--- config.mk ---
export PLATFORM = sky130hd
export DESIGN_NAME = seq_bit_serializer
export DESIGN_NICKNAME = d
export VERILOG_FILES = /design/src/rtl/seq_bit_serializer.sv
export SDC_FILE = /design/constraint.sdc
export NUM_CORES = 1
export LEC_CHECK = 0
export BUFFER_PORTS_ARGS = -buffer_cell sky130_fd_sc_hd__buf_2
export CORE_MARGIN = 4
export CORE_UTILIZATION = 54
export CTS_CLUSTER_SIZE = 25
export DETAILED_ROUTE_END_ITERATION = 6
export GPL_ROUTABILITY_DRIVEN = 0
export GPL_TIMING_DRIVEN = 0
export PLACE_DENSITY_LB_ADDON = 0.2
export REMOVE_ABC_BUFFERS = 1
export SETUP_SLACK_MARGIN = 0.3
export SYNTH_ARGS = -nofsm -noshare
export SYNTH_HDL_FRONTEND = slang
export SYNTH_SLANG_ARGS = --single-unit
--- constraint.sdc ---
create_clock -name clk -period 1.7 [get_ports clk]
set_input_delay 0.255 -clock clk [delete_from_list [all_inputs] [get_ports clk]]
set_output_delay 0.255 -clock clk [all_outputs]
set_load 0.1 [all_outputs]
--- src/rtl/seq_bit_serializer.sv ---
// Parallel-to-serial front end: valid/ready word load, one bit per clock, one-word holding buffer.
// state | meaning: IDLE = shifter empty ; SHIFT = emitting bit bit_cnt of the current word
module seq_bit_serializer #(
  parameter int WIDTH     = 8,
  parameter bit MSB_FIRST = 1'b1
) (
  input  logic             clk,
  input  logic             reset,
  input  logic [WIDTH-1:0] data_in,
  input  logic             load_valid,
  output logic             load_ready,
  output logic             ser_out,
  output logic             ser_valid,
  output logic             word_done,
  output logic             busy
);

  localparam int CW = (WIDTH > 1) ? $clog2(WIDTH) : 1;
  localparam logic [CW-1:0] LAST = CW'(WIDTH - 1);

  typedef enum logic {IDLE = 1'b0, SHIFT = 1'b1} state_t;

  state_t           state_q, state_d;
  logic [CW-1:0]    bit_cnt_q, bit_cnt_d;
  logic [WIDTH-1:0] shreg_q, shreg_d;
  logic [WIDTH-1:0] hold_q, hold_d;
  logic             buf_valid_q, buf_valid_d;
  logic             accept;
  logic             last_bit;
  logic [WIDTH-1:0] shifted;

  assign load_ready = !buf_valid_q;
  assign accept     = load_valid && load_ready;
  assign last_bit   = (bit_cnt_q == LAST);
  assign shifted    = MSB_FIRST ? {shreg_q[WIDTH-2:0], 1'b0} : {1'b0, shreg_q[WIDTH-1:1]};

  assign ser_valid  = (state_q == SHIFT);
  assign ser_out    = ser_valid && (MSB_FIRST ? shreg_q[WIDTH-1] : shreg_q[0]);
  assign word_done  = ser_valid && last_bit;
  assign busy       = ser_valid || buf_valid_q;

  always_comb begin
    state_d     = state_q;
    bit_cnt_d   = bit_cnt_q;
    shreg_d     = shreg_q;
    hold_d      = hold_q;
    buf_valid_d = buf_valid_q;
    case (state_q)
      IDLE: begin
        if (accept) begin
          shreg_d   = data_in;
          bit_cnt_d = '0;
          state_d   = SHIFT;
        end
      end
      SHIFT: begin
        if (!last_bit) begin
          shreg_d   = shifted;
          bit_cnt_d = bit_cnt_q + CW'(1);
          if (accept) begin
            hold_d      = data_in;
            buf_valid_d = 1'b1;
          end
        end else if (buf_valid_q) begin
          // load_ready is low while the buffer is full, so it can only drain here
          shreg_d     = hold_q;
          bit_cnt_d   = '0;
          buf_valid_d = 1'b0;
        end else if (accept) begin
          shreg_d   = data_in;
          bit_cnt_d = '0;
        end else begin
          shreg_d = '0;
          state_d = IDLE;
        end
      end
      default: state_d = IDLE;
    endcase
  end

  always_ff @(posedge clk) begin
    if (reset) begin
      state_q     <= IDLE;
      bit_cnt_q   <= '0;
      shreg_q     <= '0;
      hold_q      <= '0;
      buf_valid_q <= 1'b0;
    end else begin
      state_q     <= state_d;
      bit_cnt_q   <= bit_cnt_d;
      shreg_q     <= shreg_d;
      hold_q      <= hold_d;
      buf_valid_q <= buf_valid_d;
    end
  end

endmodule

==> metrics.cfg <==
[detailed_routing]
wl_per_cell_um = 15.70
routed.top_layer = met4
final_antenna_net_count = 0
dr.pass1.iters = 4
via_count = 934
vias_per_cell = 5.730
routed_wl_um = 2559
m1WireLength_um = 1116
wl_met2_um = 1301
drtIter0Drc = 18
drcViolationCount = 0
dr_wl_met3_um = 80

[cts]
clkLatencyLatePin_ns = 0.32
clockRootBuffer = clkbuf_4
cts_max_level = 1
cts_tree = done
path_clk_slew_ns = 0.12
cts.path.max_buffers = 2
cts.sinks = 21
cts_buffers = 3
cts-hold-fix-buffers = 0

[timing]
maxSlewViolCount = 0
worst_slew_pin_slew_ns = 0.4556
rsz0062_at_grt = true
period_minus_slack_ns = 1.575
fmax_ghz = 0.6349
layout_worst_path_cycle_share = 0.9265
slew-limit-headroom = 0.6963
setup_slack_ns = 0.1249
finClkSkew_ns = 0.01025
setup_viol = 0
finalHoldViolCount = 0
hold_ws_ns = 0.1839

[floorplanning]
die_area_um2 = 2779
die_w_um = 52.72
initial_utilization = 0.5993
die_h_um = 52.72
core_um2 = 1802
rows = 15
ioPinCount = 16

[finish]
syn_to_final_growth_pct = 33.26
antenna_cells = 0
layout.nets = 153
most-common-layout-cells = dfxtp_1 (17), buf_2 (11), mux2i_1 (9), nor2_1 (9)
final_common_cell = dfxtp_1
layout-drive-gt1-share = 0.4638
post-route-util = 0.7986
design_area_um2 = 1439

[place]
io_buffers = 15
placed_cell_area_um2 = 1144
pre_cts_ws_ns = -0.1170
dp_hpwl_um = 1406

[grt]
grt_util_all_layers = 0.1864
grt_overflow_total = 0
grt_pass1_vias = 868
antenna_found_initial = 0
grt_max_degree = 24
grt_pass1_wl_um = 3739

[critical_path]
critPathMaxFanout = 2
worstSetupPathType = reg -> out
critPathRequiredTime_ns = 1.44
cp-end-kind = output port
start_kind = register
cp.arrival_ns = 1.32

[status]
status = finished clean

[logic_synthesis]
yosysWarnings = 0
synth_cell_type_count = 31
syn_avg_cell_area_um2 = 9.309
synth_area_um2 = 1080
ys_seq_elements = 21
ys_seq_area_frac = 0.3893
synthCells = 116

[power]
p_leak_nw = 0.5827
max-vdd-ir-drop_v = 0.0005405
power.density_nw_per_um2 = 722.5

[flow_run]
cap_violations = 0

[min_path]
hp-class = in -> reg

-- kinds of logic after synthesis --
kind of cell	after synthesis	synth area share
AOI/OAI and AO/OA	23	0.1900
and+or+nand+nor	43	0.2317
muxes	9	0.08343
buffers and inverters	17	0.07067
adders and majority gates	3	0.03477
DFF	21	0.3893
-- power breakdown --
part           internal [mW]  switching (mW)  leakage [nW]  total (mW)
sequential             0.521          0.0261         0.174       0.547
combinational         0.0979           0.147         0.391       0.245
clock                 0.0882           0.159        0.0177       0.247
total                  0.707           0.332         0.583        1.04
-- path summary, 6_finish.rpt --
kind | start | endpoint | slack (ns) | depth (start not counted)
worst max-delay path | bit_cnt_q[0] | word_done | 0.12 | 4
worst min-delay path | data_in[6] | hold_q[6] | 0.18 | 3
worst max register to register | bit_cnt_q[0] | hold_q[0] | 0.12 | 5
worst min register to register | hold_q[4] | shreg_q[4] | 0.47 | 2
-- layer usage --
layer  vias to the layer above  global-route usage
li1                        455                   -
met1                       451              0.2197
met2                        21              0.3079
met3                         7             0.03419
met4                         0              0.1149
met5                         -                   0
-- worst max-delay path, stage by stage, from the launching register on --
cell and delay, ns:
dfxtp_2 0.38, ha_4 0.16, ha_4 0.14, and2_4 0.15, buf_12 0.17
-- layout make-up --
class | instances | area, um^2
Multi-Input combinational cell | 78 | 696.9
Sequential cell | 21 | 430.4
Fill cell | 123 | 362.8
Timing Repair Buffer | 26 | 214.0
Inverter | 9 | 38.79
Tap cell | 25 | 31.28
Clock buffer | 3 | 22.52
Clock inverter | 1 | 5.005
-- registers in the layout (all words and copies together), names as in the netlist --
signal       cells
hold_q           8
shreg_q          8
bit_cnt_q        3
buf_valid_q      1
ser_valid        1
-- cell usage after synthesis, drive strengths merged --
cell type	instances	area, um^2
a211oi	1	7.510
a21oi	3	15.01
a22oi	1	7.510
a31oi	7	43.79
and2	2	12.51
and2b	1	7.510
and3b	7	61.31
and4b	1	10.01
and4bb	1	12.51
buf	4	27.52
clkbuf	4	15.01
clkinv	1	3.750
dfxtp	21	420.4
ha	3	37.54
inv	8	30.03
mux2i	9	90.09
nand2	12	45.04
nand2b	3	26.27
nand3	2	10.01
nor2	9	33.78
nor2b	4	25.02
o21ai	2	10.00
o21bai	1	7.510
o221ai	7	105.1
o32ai	1	8.760
or3	1	6.260
-- per-stage QoR --
step                      total power, mW  TNS (ns)  cells
after global placement             0.7331   -0.6023    148
after CTS                           1.005         0    158
after detailed placement           0.7396    -1.212    148
after global routing                1.098         0    163
after floorplan                    0.6874    -8.649    108
final                               1.040         0    163
-- timing repair --
action | in CTS | in global routing
pin swaps | 9 | 5
endpoints found under the hold margin | 0 | 0
setup endpoints to repair | 24 | 23
buffers inserted | 5 | 5
resized for setup | 27 | 24
cloned | 1 | 0
Note: power is estimated with default switching activity, not from simulation.
